## config.mk

```make
export PLATFORM = sky130hd
export DESIGN_NAME = poly_add_ctrl
export DESIGN_NICKNAME = d
export VERILOG_FILES = /design/src/rtl/kyber_pkg.sv /design/src/rtl/mod_addsub_q.sv /design/src/rtl/poly_add_ctrl.sv
export SDC_FILE = /design/constraint.sdc
export NUM_CORES = 1
export LEC_CHECK = 0
export BUFFER_PORTS_ARGS = -buffer_cell sky130_fd_sc_hd__buf_2
export CORE_ASPECT_RATIO = 0.6
export CORE_MARGIN = 3
export CORE_UTILIZATION = 59
export DETAILED_ROUTE_END_ITERATION = 16
export GPL_ROUTABILITY_DRIVEN = 1
export GPL_TIMING_DRIVEN = 0
export PLACE_DENSITY = 0.87
export SLEW_MARGIN = 40
export SYNTH_ARGS = -nofsm -noshare
export SYNTH_HDL_FRONTEND = slang
export SYNTH_SLANG_ARGS = --single-unit
```

## constraint.sdc

```tcl
create_clock -name clk -period 6.15 [get_ports clk]
set_input_delay 1.23 -clock clk [delete_from_list [all_inputs] [get_ports clk]]
set_output_delay 1.23 -clock clk [all_outputs]
set_load 0.1 [all_outputs]
```

## src/rtl/kyber_pkg.sv

```systemverilog
// kyber_pkg -- constants and FSM encodings shared by the Kyber datapath blocks.
//   KYBER_Q       : Kyber modulus
//   KYBER_N       : coefficients per polynomial
//   COEFF_W       : width of a coefficient word in RAM
//   ctrl_state_e  : controller FSM state encoding
package kyber_pkg;

  localparam int KYBER_Q = 3329;
  localparam int KYBER_N = 256;
  localparam int COEFF_W = 16;

  typedef enum logic [1:0] {
    ST_IDLE  = 2'd0,
    ST_RUN   = 2'd1,
    ST_DRAIN = 2'd2,
    ST_DONE  = 2'd3
  } ctrl_state_e;

endpackage

```

## src/rtl/mod_addsub_q.sv

```systemverilog
// mod_addsub_q -- combinational modular add/subtract for coefficients in [0, Q-1].
// Ports:
//   sub_i  : 0 = a + b mod Q, 1 = a - b mod Q
//   a_i    : coefficient A (bits [15:12] ignored)
//   b_i    : coefficient B (bits [15:12] ignored)
//   y_o    : reduced result, upper nibble always zero
module mod_addsub_q
  import kyber_pkg::*;
#(
  parameter int Q = KYBER_Q
) (
  input  logic                 sub_i,
  input  logic [COEFF_W-1:0]   a_i,
  input  logic [COEFF_W-1:0]   b_i,
  output logic [COEFF_W-1:0]   y_o
);

  logic [12:0] q13;
  logic [12:0] a13;
  logic [12:0] b13;
  logic [12:0] addend;
  logic [13:0] sum;
  logic [13:0] red;
  logic        unused_bits;

  assign q13 = 13'(Q);
  assign a13 = {1'b0, a_i[11:0]};
  assign b13 = {1'b0, b_i[11:0]};

  // Subtraction is folded into an addition of (Q - B) so a single
  // conditional subtract of Q reduces both operations; B = 0 gives A + Q -> A.
  assign addend = sub_i ? (q13 - b13) : b13;
  assign sum    = {1'b0, a13} + {1'b0, addend};
  assign red    = (sum >= {1'b0, q13}) ? (sum - {1'b0, q13}) : sum;

  assign y_o = {4'b0000, red[11:0]};

  assign unused_bits = ^{a_i[15:12], b_i[15:12], red[13:12]};

endmodule

```

## src/rtl/poly_add_ctrl.sv

```systemverilog
// poly_add_ctrl -- streams two coefficient RAMs through a mod-Q add/subtract
// into a result RAM, one coefficient per cycle.
// Ports:
//   clk, rst_n        : clock, asynchronous active-low reset
//   start, op_sub     : one-cycle request in IDLE; op_sub selects A-B (1) or A+B (0)
//   abort             : cancels an operation in RUN/DRAIN, squashing pending writes
//   busy, done        : busy in RUN/DRAIN; done pulses once on normal completion
//   rd_en, rd_addr    : shared read strobe/address to the A and B RAMs
//   a_data, b_data    : RAM read data, valid the cycle after rd_en
//   wr_en, wr_addr, wr_data : result RAM write port
module poly_add_ctrl
  import kyber_pkg::*;
#(
  parameter int N_COEFF = KYBER_N,
  parameter int ADDR_W  = 8,
  parameter int Q       = KYBER_Q
) (
  input  logic                clk,
  input  logic                rst_n,
  input  logic                start,
  input  logic                op_sub,
  input  logic                abort,
  output logic                busy,
  output logic                done,
  output logic                rd_en,
  output logic [ADDR_W-1:0]   rd_addr,
  input  logic [COEFF_W-1:0]  a_data,
  input  logic [COEFF_W-1:0]  b_data,
  output logic                wr_en,
  output logic [ADDR_W-1:0]   wr_addr,
  output logic [COEFF_W-1:0]  wr_data
);

  localparam logic [ADDR_W-1:0] LAST_ADDR = ADDR_W'(N_COEFF - 1);

  ctrl_state_e          state_q, state_d;
  logic                 drain_cnt_q;
  logic                 op_q;
  logic [ADDR_W-1:0]    rd_addr_q;
  logic                 rd_vld_q;     // read data arrives this cycle
  logic [ADDR_W-1:0]    rd_addr_p_q;  // address belonging to the arriving data
  logic                 wr_en_q;
  logic [ADDR_W-1:0]    wr_addr_q;
  logic [COEFF_W-1:0]   wr_data_q;
  logic [COEFF_W-1:0]   res;
  logic                 abort_hit;

  // Abort only means something while an operation is in flight.
  assign abort_hit = abort && ((state_q == ST_RUN) || (state_q == ST_DRAIN));

  always_comb begin
    state_d = state_q;
    busy    = 1'b0;
    done    = 1'b0;
    rd_en   = 1'b0;
    case (state_q)
      ST_IDLE: begin
        if (start) state_d = ST_RUN;
      end
      ST_RUN: begin
        busy  = 1'b1;
        rd_en = 1'b1;
        if (abort)                        state_d = ST_IDLE;
        else if (rd_addr_q == LAST_ADDR)  state_d = ST_DRAIN;
      end
      ST_DRAIN: begin
        busy = 1'b1;
        // Two drain cycles cover the read-data and result-register stages.
        if (abort)            state_d = ST_IDLE;
        else if (drain_cnt_q) state_d = ST_DONE;
      end
      ST_DONE: begin
        done    = 1'b1;
        state_d = ST_IDLE;
      end
      default: state_d = ST_IDLE;
    endcase
  end

  mod_addsub_q #(.Q(Q)) u_mod (
    .sub_i (op_q),
    .a_i   (a_data),
    .b_i   (b_data),
    .y_o   (res)
  );

  always_ff @(posedge clk or negedge rst_n) begin
    if (!rst_n) begin
      state_q     <= ST_IDLE;
      drain_cnt_q <= 1'b0;
      op_q        <= 1'b0;
      rd_addr_q   <= '0;
      rd_vld_q    <= 1'b0;
      rd_addr_p_q <= '0;
      wr_en_q     <= 1'b0;
      wr_addr_q   <= '0;
      wr_data_q   <= '0;
    end else begin
      state_q     <= state_d;
      drain_cnt_q <= (state_q == ST_DRAIN) ? ~drain_cnt_q : 1'b0;

      if ((state_q == ST_IDLE) && start) begin
        op_q      <= op_sub;
        rd_addr_q <= '0;
      end else if ((state_q == ST_RUN) && !abort && (rd_addr_q != LAST_ADDR)) begin
        rd_addr_q <= rd_addr_q + 1'b1;
      end

      rd_vld_q <= rd_en && !abort_hit;
      if (rd_en) rd_addr_p_q <= rd_addr_q;

      // Abort kills both pipeline stages so nothing is written afterwards.
      wr_en_q <= rd_vld_q && !abort_hit;
      if (rd_vld_q && !abort_hit) begin
        wr_addr_q <= rd_addr_p_q;
        wr_data_q <= res;
      end
    end
  end

  assign rd_addr = rd_addr_q;
  assign wr_en   = wr_en_q;
  assign wr_addr = wr_addr_q;
  assign wr_data = wr_data_q;

endmodule

```

* Yosys cells after proc, flatten, opt, wreduce, memory -nomap -nowiden
Cells that the tools add are included.
** Storage, ports and cells
- Bits in read-only memories :: 0
- Output and inout bits :: 36
- Input bits :: 37
- Memories :: 0
- Word-level logic and storage cells :: 50
- Bits in registers :: 42
- Bits in latches :: 0
- Bits in writable memories :: 0
** Cells by class
- Equal/unequal tests :: 8
- Order comparisons :: 1
- Shift operators :: 0
- Multiply operators :: 0
- Bitwise operators :: 1
- Muxes and demuxes :: 14
- Reductions and logical operators :: 13
- Div/mod/pow operators :: 0
- $add $sub $neg :: 4
** Operators with widths (count)
- two-way mux 8 bit :: 2
- adder 12 x 13 -> 14 bit :: 1
- >= comparator 14 x 12 -> 1 bit, second input constant :: 1
- two-way mux 13 bit :: 1
- subtractor 12 x 12 -> 13 bit, first input constant :: 1
- two-way mux 12 bit :: 1
- subtractor 12 bit, second input constant :: 1
- two-way mux 2 bit :: 5
- adder 8 x 1 -> 8 bit, second input constant :: 1
- equality test 8 bit, second input constant :: 1
- != test 8 bit, second input constant :: 1
- case mux 2 bit (4 select lines) :: 1
- logical AND 1 bit :: 6
- equality test 2 bit, second input constant :: 2
- two-way mux 1 bit :: 4
- != test 3 x 2 -> 1 bit, second input constant :: 1
- != test 3 bit, second input constant :: 1
- AND reduction 3 bit :: 1
- equality test 2 x 1 -> 1 bit, second input constant :: 1
- zero test 1 bit :: 2
- zero test 2 bit :: 1
- != test 2 bit, second input constant :: 1
- nonzero test 2 bit :: 1
- OR reduction 2 bit :: 1
- 2 further kinds :: 2

* Longest topological paths before layout
- Depth after elaboration :: 5
- Depth in mapped cells :: 17
- Depth with buffers taken out :: 17

* By module
Synthesis repeated with hierarchy kept, for this count alone.
** Unflattened totals
- Cells, all modules :: 319
- Area total of the unflattened synthesis :: 3239.4 um^2
** By module, submodules not included
- poly_add_ctrl :: cells each 139, times used 1, seq. area each 1151.1 um^2, area an instance 1926.8 um^2
- mod_addsub_q :: cells each 180, times used 1, seq. area each 0.0 um^2, area an instance 1312.5 um^2

* Least setup slack after synthesis
OpenSTA, ideal clock, no wires.
- Path kind :: input port to flip-flop
- Start :: input port b_data[2]
- End :: register wr_data_q[3] (netlist: wr_data[3])
- Required time :: 6.072 ns
- Data arrival time :: 4.185 ns
- Setup slack :: 1.888 ns
- Library setup time :: 0.078 ns
- Cell stages on the path :: 15
- Path buffers :: 2
- Path through :: or3_1 > or3b_2 > xnor2_1 > ha_1 > clkbuf_1 > a21oi_1 > o2bb2ai_1 > a41o_1 > or3_1 > o21ai_2 > and2_2 > buf_6 > nor3_1 > a211o_1 > a21oi_1
** Between the ends
- Word-level cells in the longest chain between the ends :: 5
- Elaborated cells between the ends (all ways) :: 6
- Those cells by class :: 3 x add/sub; 1 x order compare; 2 x mux
** Ends and longest elaborated chain
- start, declared :: RTL line poly_add_ctrl.sv:28 : input logic [COEFF_W-1:0] b_data,
- subtractor 12 x 12 -> 13 bit :: RTL line mod_addsub_q.sv:32 : assign addend = sub_i ? (q13 - b13) : b13;
- two-way mux 13 bit (*) :: RTL line mod_addsub_q.sv:32
- adder 12 x 13 -> 14 bit (*) :: RTL line mod_addsub_q.sv:33 : assign sum = {1'b0, a13} + {1'b0, addend};
- subtractor 12 bit / >= comparator 14 x 12 -> 1 bit (equally long branches) :: RTL line mod_addsub_q.sv:34 : assign red = (sum >= {1'b0, q13}) ? (sum - {1'b0, q13}) : sum;
- two-way mux 12 bit (*) :: RTL line mod_addsub_q.sv:34
- end signal, assigned :: RTL line poly_add_ctrl.sv:116 : wr_data_q <= res;
- end, declared :: RTL line poly_add_ctrl.sv:44 : logic [COEFF_W-1:0] wr_data_q;
Every way passes the cells marked *; elsewhere a longest branch is shown, timed or not.
A chain may end at the register's enable or synchronous reset.

* Worst setup path after layout
- Start :: input port b_data[1]
- End :: register wr_data_q[7] (netlist: wr_data[7])
Same word-level chain as after synthesis.

==> impl_metrics.env <==
export IMPL_cts_clk_slew_worst_paths_ns=0.08
export IMPL_worst_hold_path_num_cells=1
export IMPL_multiInputGateArea_sq_um=2030
export IMPL_synth_top_area_share_pct=32.7
export IMPL_synth_top_family_by_area="simple AND/OR/NAND/NOR gates"
export IMPL_io_pins=73
export IMPL_place_hpwl_um=6610
export IMPL_cts_max_level=2
export IMPL_worst_slew_pin_slew_ns=0.568
export IMPL_cp_cell_sequence="buf_2 -> inv_1 -> ha_1 -> nand2b_1 -> or4_1 -> o21a_1 -> nand2_1 -> xnor2_1 -> ha_1 -> nand3_1 -> nor3b_1 -> nor3_1 -> nor3_1 -> nand3_1 -> a21oi_1 -> o21ai_0 -> o311a_1"
export IMPL_min_to="drain_cnt_q"
export IMPL_grt_pass1_wl_um=14100
export IMPL_synth_most_common_cell="nand2_1"
export IMPL_die_area_sq_um=6410
export IMPL_regToRegSetupSlack_ns=2.17
export IMPL_holdBufCountCts=0
export IMPL_final_setup_tns_ns=0
export IMPL_r2r_cells=15
export IMPL_synthArstFlopShare_pct=100
export IMPL_initial_core_util_pct=62.4
export IMPL_first_global_vias=2853
export IMPL_core_area_sq_um=5150
export IMPL_rows=20
export IMPL_synthAdderAreaFrac_pct=9.56
export IMPL_arrival_ns=4.94
export IMPL_synth_largest_area_cell="dfrtp_1"
export IMPL_viasPerCell=6.11
export IMPL_cp_num_buf_inv=2
export IMPL_power_density_nw_per_um2=598
export IMPL_critical_path_endpoint_type="flip-flop"
export IMPL_antenna_left=0
export IMPL_period_share_pct=77.5
export IMPL_ys_top_cells_by_area="dfrtp_1, ha_1, nand2_1"
export IMPL_die_y_um=63.2
export IMPL_antenna_found_initial=0
export IMPL_ff_latch_area_sq_um=1050
export IMPL_finClkSkew_ns=0.00455
export IMPL_clock_sinks=42
export IMPL_grt_overflow_total=0
export IMPL_yosys_register_bits=42
export IMPL_ir_drop_mv=0.506
export IMPL_fmax_ghz=0.210
export IMPL_nets=506
export IMPL_insertion_delay_ns=0.30
export IMPL_placement_io_buffers=60
export IMPL_r2r_end="wr_data[7]"
export IMPL_crit_required_ns=6.33
export IMPL_netlist_area_sq_um=3220
export IMPL_wire_per_inst_um=16.7
export IMPL_hold_class="reg -> reg"
export IMPL_numCtsBuffers=5
export IMPL_gp_congestion=0.973
export IMPL_wl_um=8570
export IMPL_crit_family="simple AND/OR/NAND/NOR gates"
export IMPL_grt_start_max_net_pins=43
export IMPL_finalSetupViolations=0
export IMPL_slew_headroom_pct=62.2
export IMPL_critPathKind="in -> reg"
export IMPL_area_delta_synth_final_pct=15.3
export IMPL_timing_hold_violations_final=0
export IMPL_num_fill_cells=399
export IMPL_drive_gt1_share_pct=22.6
export IMPL_dr_total_vias=3127
export IMPL_p_leak_nw=1.85
export IMPL_drc=0
export IMPL_crit_slowest_cell="or4_1"
export IMPL_drv_slew=0
export IMPL_yosys_top_cells_count="nand2_1, dfrtp_1, nor2_1"
export IMPL_ys_warn_count=0
export IMPL_synthFlopType="dfrtp_1"
export IMPL_outcome="finished clean"
export IMPL_cts_setup_buffers=0
export IMPL_synth_xor_area_share_pct=7.04
export IMPL_synth_compound_area_share_pct=20.3
export IMPL_avgSynthCellArea_sq_um=8.58
export IMPL_seq_area_frac_synth_pct=32.7
export IMPL_postCtsResizedCells=0
export IMPL_synth_cells=375
export IMPL_cpPeakStageDelay_ns=0.46
export IMPL_clockRootBuffer="clkbuf_8"
export IMPL_synthMuxAreaShare_pct=3.77
export IMPL_synth_edf_count=0
export IMPL_worst_setup_path_start_kind="input port"
export IMPL_yosysUniqueCellTypes=71
export IMPL_holdWs_ns=0.420
export IMPL_drtIter0Drc=222
export IMPL_dr_pass1_iters=5
export IMPL_worstPathMaxFanout=7
export IMPL_maxCapViolCount=0
export IMPL_r2r_start="op_q"
export IMPL_tritoncts="done"
export IMPL_antennaDiodeCount=0
export IMPL_min_period_ns=4.76
export IMPL_synthSimpleGateAreaFrac_pct=22.0
export IMPL_dieWidth_um=101
export IMPL_rsz0062_at_grt="false"
export IMPL_track_usage_pct=27.9
export IMPL_hold_path_startpoint="drain_cnt_q"
export IMPL_cts_buffer_depth=2
cell type report:
class | count | share of cell area, %
tap | 66 | 2.23
inverter | 17 | 1.72
multi-input combinational | 303 | 54.7
buffer | 16 | 2.29
clock inverter | 2 | 0.337
sequential | 42 | 28.3
timing repair buffer | 60 | 8.16
clock buffer | 6 | 2.23
per-layer routing:
layer	track usage (%)	part of all wire (%)	wire length, um	vias to the layer above
met4	7.96	1.7	146	0
met5	0	0	0	-
li1	-	-	-	1478
met2	39.3	43	3680	162
met1	42.0	45	3880	1461
met3	6.97	10	857	26
worst max path at each step:
stage | cells past startpoint | startpoint | endpoint
final | 17 | b_data[1] | wr_data[7]
after global routing | 17 | b_data[1] | wr_data[7]
after CTS | 17 | b_data[1] | wr_data[7]
after floorplan | 15 | b_data[2] | wr_data[3]
after global placement | 17 | b_data[1] | wr_data[6]
after detailed placement | 17 | b_data[1] | wr_data[6]
report_power, final:
part / internal (mW) / switching, mW
clock network: 0.0903 / 0.101
logic: 0.432 / 1.19
registers: 0.353 / 0.0512
sequential cells by signal, indices dropped and copies added (netlist names):
name and cells:
wr_en 1, rd_addr 8, state_q 2, rd_addr_p_q 8
wr_data 12, op_q 1, rd_vld_q 1, wr_addr 8
drain_cnt_q 1
metrics by stage:
| stage | util [%] | instances | area (sq um) | setup slack, ns | total power [mW] |
|---|---|---|---|---|---|
| after floorplan | - | 378 | 3230 | 1.89 | 1.69 |
| after global placement | 70.1 | 504 | 3610 | 1.38 | 1.94 |
| after detailed placement | 70.1 | 504 | 3610 | 1.24 | 1.99 |
| after CTS | 72.0 | 512 | 3710 | 1.52 | 2.19 |
| after global routing | 72.0 | 512 | 3710 | 1.21 | 2.34 |
| final | 72.0 | 512 | 3710 | 1.39 | 2.22 |
kinds of logic (layout without fill, tap and decap cells):
kind of cell / after synthesis / in the layout
flip-flops: 42 / 42
AND/OR/NAND/NOR: 145 / 145
multiplexers: 11 / 11
XOR/XNOR: 25 / 25
adder cells (fa/ha/maj): 24 / 24
AO/OA/AOI/OAI: 94 / 94
buffers and inverters: 33 / 101
other: 1 / 4
layout by cell type (no fill, tap or decap), types with 3 or more instances in the layout:
cell type	n
dfrtp_1	42
o41ai_1	3
or3_1	7
xnor2_1	15
nor2_1	26
o21a_1	3
and3_1	4
a21oi_1	25
a21o_1	6
conb_1	4
nand4_1	5
clkbuf_1	8
mux2_2	9
nand3_1	11
or2_2	3
nand2_1	57
buf_4	5
inv_1	17
ha_1	23
buf_2	61
xor2_1	9
clkbuf_8	6
nor4_1	3
a211o_1	3
nor3_1	9
nand2b_1	5
o21ai_0	19
No activity file was read; power rests on OpenSTA's default activity.
